<file path="src/rtl/fp32_dense_layer_if.sv">
// Port bundle for fp32_dense_layer: start/activation control, weight write port,
// neuron results and status, plus the FSM state for observation.
interface fp32_dense_layer_if #(
    parameter int WIDTH = 5
);
    logic              start;
    logic              activation_function;
    logic [31:0]       data_in1;
    logic [31:0]       data_in2;
    logic [31:0]       data_in3;
    logic [31:0]       data_in4;
    logic              wr_en;
    logic [WIDTH-1:0]  wr_addr;
    logic [31:0]       wr_data;
    logic [31:0]       data_out1;
    logic [31:0]       data_out2;
    logic [31:0]       data_out3;
    logic [31:0]       data_out4;
    logic              busy;
    logic              done;
    logic [2:0]        fsm_state;

    // start is a single-cycle request, honoured only while busy is low; done holds
    // from completion until the next accepted start or reset.
    modport master (
        output start, activation_function, data_in1, data_in2, data_in3, data_in4,
        output wr_en, wr_addr, wr_data,
        input  data_out1, data_out2, data_out3, data_out4, busy, done, fsm_state
    );

    modport slave (
        input  start, activation_function, data_in1, data_in2, data_in3, data_in4,
        input  wr_en, wr_addr, wr_data,
        output data_out1, data_out2, data_out3, data_out4, busy, done, fsm_state
    );
endinterface

</file>
<file path="src/rtl/fp32_dense_layer.sv">
// Sequential FP32 fully-connected layer: 4 inputs, NUM_OUT neurons, bias and optional
// ReLU, using one shared truncating multiplier and one shared truncating adder.
module fp32_dense_layer #(
    parameter int WIDTH   = 5,
    parameter int NUM_OUT = 4
) (
    input  logic            clk,
    input  logic            rstn,
    fp32_dense_layer_if.slave bus
);
    typedef enum logic [2:0] {S_IDLE, S_BIAS, S_MUL, S_ADD, S_FINISH, S_DONE} state_t;

    state_t             state, next;
    logic [31:0]        mem [2**WIDTH];
    logic [3:0][31:0]   x;
    logic [3:0][31:0]   dout;
    logic [31:0]        acc, prod, rd_data, sum;
    logic [1:0]         neuron, in_idx;
    logic               relu, busy_int, accept, last_neuron;
    logic [2:0]         sel;
    logic [4:0]         addr5;
    logic [WIDTH-1:0]   rd_addr;

    // Truncating multiply; zero/denormal operands and underflow give +0.
    function automatic logic [31:0] fp_mul(input logic [31:0] a, input logic [31:0] b);
        logic [47:0]       ma, mb, p;
        logic signed [9:0] e;
        logic [22:0]       m;
        ma = {24'b0, 1'b1, a[22:0]};
        mb = {24'b0, 1'b1, b[22:0]};
        p  = ma * mb;
        e  = $signed({2'b0, a[30:23]}) + $signed({2'b0, b[30:23]}) - 10'sd127;
        if (p[47]) begin
            m = p[46:24];
            e = e + 10'sd1;
        end else begin
            m = p[45:23];
        end
        if (a[30:23] == 8'd0 || b[30:23] == 8'd0 || e <= 10'sd0) return 32'h0;
        if (e >= 10'sd255) return {a[31] ^ b[31], 8'hff, 23'h0};
        return {a[31] ^ b[31], e[7:0], m};
    endfunction

    // Truncating add; 27 extra low bits plus a sticky bit keep subtraction exact-then-truncate.
    function automatic logic [31:0] fp_add(input logic [31:0] a, input logic [31:0] b);
        logic [31:0]       big, sml;
        logic [7:0]        d;
        logic [51:0]       bm, sm, r, nrm;
        logic [5:0]        lead;
        logic signed [9:0] e;
        if (a[30:23] == 8'd0 && b[30:23] == 8'd0) return 32'h0;
        if (a[30:23] == 8'd0) return b;
        if (b[30:23] == 8'd0) return a;
        if (a[30:0] >= b[30:0]) begin
            big = a;
            sml = b;
        end else begin
            big = b;
            sml = a;
        end
        d  = big[30:23] - sml[30:23];
        bm = {1'b0, 1'b1, big[22:0], 27'b0};
        sm = {1'b0, 1'b1, sml[22:0], 27'b0};
        sm = (sm >> d) | {51'b0, ((sm >> d) << d) != sm};
        r  = (big[31] == sml[31]) ? bm + sm : bm - sm;
        if (r == 52'd0) return 32'h0;
        lead = 6'd0;
        for (int k = 0; k < 52; k++) begin
            if (r[k]) lead = 6'(k);
        end
        nrm = r << (6'd51 - lead);
        e   = $signed({2'b0, big[30:23]}) + $signed({4'b0, lead}) - 10'sd50;
        if (e <= 10'sd0) return 32'h0;
        if (e >= 10'sd255) return {big[31], 8'hff, 23'h0};
        return {big[31], e[7:0], nrm[50:28]};
    endfunction

    assign busy_int    = (state != S_IDLE) && (state != S_DONE);
    assign accept      = !busy_int && bus.start;
    assign last_neuron = (neuron == 2'(NUM_OUT - 1));
    assign sel         = (state == S_BIAS) ? 3'd4 : {1'b0, in_idx};
    assign addr5       = 5'(neuron) * 5'd5 + 5'(sel);
    assign rd_addr     = WIDTH'(addr5);
    assign rd_data     = mem[rd_addr];
    assign sum         = fp_add(acc, prod);

    // Weight file has no reset; writes are locked out while computing.
    always_ff @(posedge clk) begin
        if (bus.wr_en && !busy_int) mem[bus.wr_addr] <= bus.wr_data;
    end

    always_ff @(posedge clk or negedge rstn) begin
        if (!rstn) state <= S_IDLE;
        else       state <= next;
    end

    always_comb begin
        next = state;
        case (state)
            S_IDLE, S_DONE: if (bus.start) next = S_BIAS;
            S_BIAS:         next = S_MUL;
            S_MUL:          next = S_ADD;
            S_ADD: begin
                if (in_idx != 2'd3)   next = S_MUL;
                else if (last_neuron) next = S_FINISH;
                else                  next = S_BIAS;
            end
            S_FINISH:       next = S_DONE;
            default:        next = S_IDLE;
        endcase
    end

    always_ff @(posedge clk or negedge rstn) begin
        if (!rstn) begin
            x      <= '0;
            dout   <= '0;
            acc    <= '0;
            prod   <= '0;
            relu   <= 1'b0;
            neuron <= 2'd0;
            in_idx <= 2'd0;
        end else begin
            if (accept) begin
                x      <= {bus.data_in4, bus.data_in3, bus.data_in2, bus.data_in1};
                relu   <= bus.activation_function;
                neuron <= 2'd0;
                in_idx <= 2'd0;
            end
            case (state)
                S_BIAS: acc  <= rd_data;
                S_MUL:  prod <= fp_mul(rd_data, x[in_idx]);
                S_ADD: begin
                    acc    <= sum;
                    in_idx <= in_idx + 2'd1;
                    if (in_idx == 2'd3) begin
                        dout[neuron] <= (relu && sum[31]) ? 32'h0 : sum;
                        neuron       <= neuron + 2'd1;
                    end
                end
                default: ;
            endcase
        end
    end

    assign bus.data_out1 = dout[0];
    assign bus.data_out2 = dout[1];
    assign bus.data_out3 = dout[2];
    assign bus.data_out4 = dout[3];
    assign bus.busy      = busy_int;
    assign bus.done      = (state == S_DONE);
    assign bus.fsm_state = state;
endmodule

</file>
<file path="src/flat_wrapper.sv">
// flat-port wrapper written by rule: the top's interface ports become plain ports
module fp32_dense_layer_flat 
#(
    parameter int WIDTH   = 5,
    parameter int NUM_OUT = 4
)
  (clk, rstn, bus_start, bus_activation_function, bus_data_in1, bus_data_in2, bus_data_in3, bus_data_in4, bus_wr_en, bus_wr_addr, bus_wr_data, bus_data_out1, bus_data_out2, bus_data_out3, bus_data_out4, bus_busy, bus_done, bus_fsm_state);
  fp32_dense_layer_if #(.WIDTH(WIDTH)) bus_i ();
  input  logic clk;
  input  logic rstn;
  input wire logic [$bits(bus_i.start)-1:0] bus_start;
  input wire logic [$bits(bus_i.activation_function)-1:0] bus_activation_function;
  input wire logic [$bits(bus_i.data_in1)-1:0] bus_data_in1;
  input wire logic [$bits(bus_i.data_in2)-1:0] bus_data_in2;
  input wire logic [$bits(bus_i.data_in3)-1:0] bus_data_in3;
  input wire logic [$bits(bus_i.data_in4)-1:0] bus_data_in4;
  input wire logic [$bits(bus_i.wr_en)-1:0] bus_wr_en;
  input wire logic [$bits(bus_i.wr_addr)-1:0] bus_wr_addr;
  input wire logic [$bits(bus_i.wr_data)-1:0] bus_wr_data;
  output wire logic [$bits(bus_i.data_out1)-1:0] bus_data_out1;
  output wire logic [$bits(bus_i.data_out2)-1:0] bus_data_out2;
  output wire logic [$bits(bus_i.data_out3)-1:0] bus_data_out3;
  output wire logic [$bits(bus_i.data_out4)-1:0] bus_data_out4;
  output wire logic [$bits(bus_i.busy)-1:0] bus_busy;
  output wire logic [$bits(bus_i.done)-1:0] bus_done;
  output wire logic [$bits(bus_i.fsm_state)-1:0] bus_fsm_state;
  assign bus_i.start = bus_start;
  assign bus_i.activation_function = bus_activation_function;
  assign bus_i.data_in1 = bus_data_in1;
  assign bus_i.data_in2 = bus_data_in2;
  assign bus_i.data_in3 = bus_data_in3;
  assign bus_i.data_in4 = bus_data_in4;
  assign bus_i.wr_en = bus_wr_en;
  assign bus_i.wr_addr = bus_wr_addr;
  assign bus_i.wr_data = bus_wr_data;
  assign bus_data_out1 = bus_i.data_out1;
  assign bus_data_out2 = bus_i.data_out2;
  assign bus_data_out3 = bus_i.data_out3;
  assign bus_data_out4 = bus_i.data_out4;
  assign bus_busy = bus_i.busy;
  assign bus_done = bus_i.done;
  assign bus_fsm_state = bus_i.fsm_state;
  fp32_dense_layer #(.WIDTH(WIDTH), .NUM_OUT(NUM_OUT)) u_core (.clk(clk), .rstn(rstn), .bus(bus_i));
endmodule
</file>
<file path="config.mk">
export PLATFORM = sky130hd
export DESIGN_NAME = fp32_dense_layer_flat
export DESIGN_NICKNAME = d
export VERILOG_FILES = /design/src/rtl/fp32_dense_layer_if.sv /design/src/rtl/fp32_dense_layer.sv /design/src/flat_wrapper.sv
export SDC_FILE = /design/constraint.sdc
export NUM_CORES = 2
export LEC_CHECK = 0
export ABC_AREA = 1
export CELL_PAD_IN_SITES_DETAIL_PLACEMENT = 1
export CELL_PAD_IN_SITES_GLOBAL_PLACEMENT = 1
export CORE_MARGIN = 2
export CORE_UTILIZATION = 50
export CTS_BUF_LIST = sky130_fd_sc_hd__clkbuf_2 sky130_fd_sc_hd__clkbuf_4 sky130_fd_sc_hd__clkbuf_8
export CTS_CLUSTER_SIZE = 24
export DETAILED_ROUTE_END_ITERATION = 7
export GPL_ROUTABILITY_DRIVEN = 0
export HOLD_SLACK_MARGIN = 0.12
export PLACE_DENSITY = 0.91
export SETUP_SLACK_MARGIN = 0.2
export SYNTH_ARGS = -nofsm -noshare
export SYNTH_HDL_FRONTEND = slang
export SYNTH_SLANG_ARGS = --single-unit
</file>
<file path="constraint.sdc">
create_clock -name clk -period 13.55 [get_ports clk]
set_input_delay 2.0325 -clock clk [delete_from_list [all_inputs] [get_ports clk]]
set_output_delay 2.0325 -clock clk [all_outputs]
set_load 0.01 [all_outputs]
</file>
==> impl_results.md, run 1 <==
* Setup WS pre-CTS at -1.14 ns
* Synth warn at 0
* Yosys top cell by area: edfxtp_1
* Number of I/O pins at between 300 and 400
* Hold_buf cts at 0
* Port bufs at 302
* Status: did not finish
* Synth cell count leaders: nand2_1, nand3_1, edfxtp_1
* Gr ovfl total at ~210
* Stopped at: global routing (5_1_grt)
* Gate Count Post-Synth at approximately 9400
* Placed Cells at roughly 12000
* Synthesized area per cell at just over 9 um^2
* Root buffer cell: clkbuf_8
* Synth top area cells: edfxtp_1, fa_1, dfrtp_1, nand2_1, nand3_1
* Largest net degree at the start of global routing at 140
* DP HPWL at 263000 um
* Clock sinks at 1352
* Distinct cell type count after synthesis at between 60 and 70
* Yosys top cell area share at between 30% and 40%
* Die H at 420 um
* Most common cell in the synthesized netlist: nand2_1
* Fraction of registers with async set or reset after synthesis at 24.3%
* Die Wd at 420 um
* #FFs+latches synth at approximately 1400
* Seq/Total Area, Yosys at between 40% and 50%
* H-tree levels at 4
* Number of flops mapped to enable cells by yosys at approximately 1000
* Clock buffer depth at 3
* Num rows at about 150
* Post-DP Area at between 0.09 and 0.1 mm^2
* Overall routing resource usage at between 60% and 70%
* Run Error: [ERROR GRT-0232] Routing congestion too high. Check the congestion heatmap in the GUI.
* Top_reg_cell synth: edfxtp_1
* CTS buffer count at between 200 and 250
* Mapped Nets at 10400
* Synthesized cell area at 0.0866 mm^2
* Starting Density at a little over 50%
## timing repair
item | CTS
cloned | 5
gates resized for setup | 111
buffers inserted | 34
pin swaps | 12
setup endpoints to repair | 192
## layer usage
layer / GRT overflow / global-route usage, %
met5: 2 / 26.7
met1: 6 / 63.7
met2: 104 / 79.7
met4: 83 / 61.2
met3: 10 / 46.4
## cells by family after synthesis
group	Yosys count	share of synthesized area [%]
compound gates	1486	10.2
flops	1352	45.0
buf+inv	1507	6.68
mux	114	1.48
xor+xnor	103	1.06
fa+ha+maj	763	15.2
simple gates	4118	20.4
## per-stage QoR
stage	util [%]	setup TNS (ns)	hold slack, ns
global placement	54.3	-18.80	0.464
detailed placement	54.3	-138.36	0.471
floorplan	-	0	0.471
CTS	57.4	0	0.487
==> inputs of run 2 (changes only) <==
==> config.mk (replaced) <==
export PLATFORM = sky130hd
export DESIGN_NAME = fp32_dense_layer_flat
export DESIGN_NICKNAME = d
export VERILOG_FILES = /design/src/rtl/fp32_dense_layer_if.sv /design/src/rtl/fp32_dense_layer.sv /design/src/flat_wrapper.sv
export SDC_FILE = /design/constraint.sdc
export NUM_CORES = 2
export LEC_CHECK = 0
export ABC_AREA = 1
export CORE_MARGIN = 2
export CORE_UTILIZATION = 35
export DETAILED_ROUTE_END_ITERATION = 7
export GPL_ROUTABILITY_DRIVEN = 0
export PLACE_DENSITY_LB_ADDON = 0.15
export SYNTH_ARGS = -nofsm -noshare
export SYNTH_HDL_FRONTEND = slang
export SYNTH_SLANG_ARGS = --single-unit
==> run 2 against run 1 <==
  * The flow now finishes without violations
  * Synthesized area unchanged
  * Synthesized cell count is the same
==> impl_results.md, run 2 <==
* Status: complete, no violations
* Yosys top cell area share at ~36%
* Starting Density at between 30% and 40%
* Top_reg_cell synth: edfxtp_1
* Max FO, Critical Path at 22
* Worst Max-Slew Pin Slew at 1.27 ns
* Max-slew violations at 0
* Mapped Nets at between 10000 and 15000
* Worst Setup End Kind: flop
* Worst Setup EP: u_core.acc[13]$_DFFE_PN0P_
* Max Cap Viol at 0
* Clock skew at between 0.04 and 0.05 ns
* Post-layout min period at between 10 and 15 ns
* Met2 usage at between 40% and 50%
* Drc violations at 0
* Commonest non-fill, non-tap cells in the layout: nand2_1, edfxtp_1, nand3_1
* Biggest regs: u_core.mem x1024, u_core.x x128
* Number of flops mapped to enable cells by yosys at about 1000
* Post-layout util at roughly 42%
* Critical path class: flop to flop
* Final Cell Area at around 0.10 mm^2
* Synth top area cells: edfxtp_1, fa_1, dfrtp_1, nand2_1, nand3_1
* Crit share post-route at a little over nine tenths
* Crit path from: u_core.acc[17]$_DFFE_PN0P_
* Die Wd at 501 um
* Number of I/O pins at 303
* Clock latency at the later pin of the worst-skew pair at just over 0.8 ns
* Worst r2r src: u_core.acc[17]$_DFFE_PN0P_
* Worst hold path type: flop to flop
* Synthesized area per cell at 9.17 um^2
* Iteration-0 DRC Markers at 7883
* #FFs+latches synth at roughly 1400
* Crit-path max cell delay at approximately 0.88 ns
* H-tree levels at 4
* Clock buffer depth at 3
* Clock sinks at 1352
* Post-route antenna net violation count at 0
* Worst path required time at about 14 ns
* CTS buffer count at roughly 150
* CTS clk-pin slew, worst paths at roughly 0.06 ns
* Max reg flops at around 1000
* Count of final hold-check violations at 0
* Area grow syn2layout at 18.2%
* Gr ovfl total at 0
* Most used cell, CP: nand2_1
* Global-route wire length before repair at 487000 um
* Fill cells at between 20000 and 25000
* Hold_buf cts at 0
* Relative slew slack at 15.3%
* Final net count at approximately 11000
* Post-DP Area at ~0.095 mm^2
* GRT met3 Usage at under 10%
* Final number of setup-violating endpoints at 0
* Root buffer cell: clkbuf_16
* Seq/Total Area, Yosys at about 45%
* Worst R2R Path Depth at 90
* Die Area at 0.251 mm^2
* Most common cell in the synthesized netlist: nand2_1
* Gate Count Post-Synth at approximately 9400
* Worst hold margin at between 0.4 and 0.5 ns
* Slowest cell on the critical path: o21ai_1
* Most common cell after layout, fill and taps aside: nand2_1
* Busiest layer in global routing: met2
* Via-to-Cell Ratio at about 5.6
* Die H at between 500 and 600 um
* Worst EP arrival at 13.77 ns
* Synth cell count leaders: nand2_1, nand3_1, edfxtp_1
* Synthesized cell area at just under 0.09 mm^2
* Core footprint at 0.246 mm^2
* Largest net degree at the start of global routing at 138
* Overall routing resource usage at between 20% and 30%
* Initial antenna violation count at 19
* Via count at approximately 74000
* Top reg by flops: u_core.mem
* Reg2reg setup slack at around 0.52 ns
* Distinct cell type count after synthesis at between 60 and 70
* R2R Path End: u_core.acc[13]$_DFFE_PN0P_
* Avg WL per Cell at roughly 26 um
* Post-Route WL at approximately 340000 um
* Port bufs at around 300
* Share of cells above drive strength 1 at around an eighth
* DP HPWL at about 230000 um
* Num rows at ~180
* GR Layer Usage met1 at approximately a third
* Yosys top cell by area: edfxtp_1
* Total iterations of the first detailed-routing run at 7
* CP startpoint kind: flop
* Max frequency at roughly 77 MHz
* Vias in the first global route at approximately 70000
* TritonCTS clock tree: yes
* Fraction of registers with async set or reset after synthesis at about a quarter
* Synth warn at 0
==> run 2: cell counts after synthesis <==
No cell type changed its count.
==> run 2: routing by layer <==
layer	vias up	part of all wire [%]
met5	-	0.028
met4	14	4.3
met3	642	7.7
met2	3090	46
met1	37000	41
li1	33000	-
==> run 2: final cells by class <==
cell class                      count  area [um^2]  share of cell area (%)
Inverter                          955         3700                    3.62
Multi-Input combinational cell   6590        43800                    42.9
Timing Repair Buffer              754         6840                    6.69
Antenna cell                        9         22.5                  0.0220
Clock inverter                     65          768                   0.751
Tap cell                         3220         4030                    3.94
Sequential cell                  1352        39000                    38.1
Clock buffer                      205         4110                    4.02
==> run 2: cells by family (layout without fill, tap and decap cells) <==
kind of cell    count (synthesis)  in the layout  synth area share (%)
flops                        1352           1352                  45.0
mux                           114            114                  1.48
other cells                     0              9                     0
simple gates                 4118           4124                  20.4
xor+xnor                      103            103                  1.06
fa+ha+maj                     763            763                  15.2
compound gates               1486           1486                  10.2
buf+inv                      1507           1979                  6.68
==> run 2: worst min path at each step <==
stage	to	slack, ns	startpoint	cells past startpoint
after floorplan	u_core.x[10]$_DFFE_PN0P_	0.47	u_core.x[10]$_DFFE_PN0P_	1
after global placement	u_core.bus.data_out3[31]$_DFFE_PN0P_	0.47	u_core.bus.data_out3[31]$_DFFE_PN0P_	2
after CTS	u_core.bus.data_out3[13]$_DFFE_PN0P_	0.48	u_core.bus.data_out3[13]$_DFFE_PN0P_	2
final	u_core.bus.data_out1[12]$_DFFE_PN0P_	0.48	u_core.bus.data_out1[12]$_DFFE_PN0P_	2
after global routing	u_core.bus.data_out4[31]$_DFFE_PN0P_	0.50	u_core.bus.data_out4[31]$_DFFE_PN0P_	2
after detailed placement	u_core.bus.data_out3[13]$_DFFE_PN0P_	0.47	u_core.bus.data_out3[13]$_DFFE_PN0P_	2
==> run 2: what timing repair did <==
item,CTS,global route
setup endpoints to repair,111,190
resized for setup,17,397
gates cloned,0,11
pin swaps,2,99
buffers inserted,6,62
==> run 2: metrics by stage <==
step	instances	TNS [ns]	setup WS, ns
after global placement	12800	-3.43	-0.251
after global routing	13100	-1.03	-0.0696
after floorplan	9443	0	1.17
after detailed placement	12800	-15.82	-0.516
after CTS	13100	0	0.00967
final	13200	0	0.519
==> run 2: critical path, delay by kind of cell, from the launching register on <==
family	cells	cell delay, ns
AOI/OAI and AO/OA	12	2.39
xor gates and xnor gates	2	0.51
adders and majority gates	3	0.70
buffers and inverters	14	1.54
DFF	1	0.45
and+or+nand+nor	59	7.28
Power of run 2 is left out: the tool's default activity adds up to more than one toggle a clock period on the data nets, which glitch-free logic cannot reach.
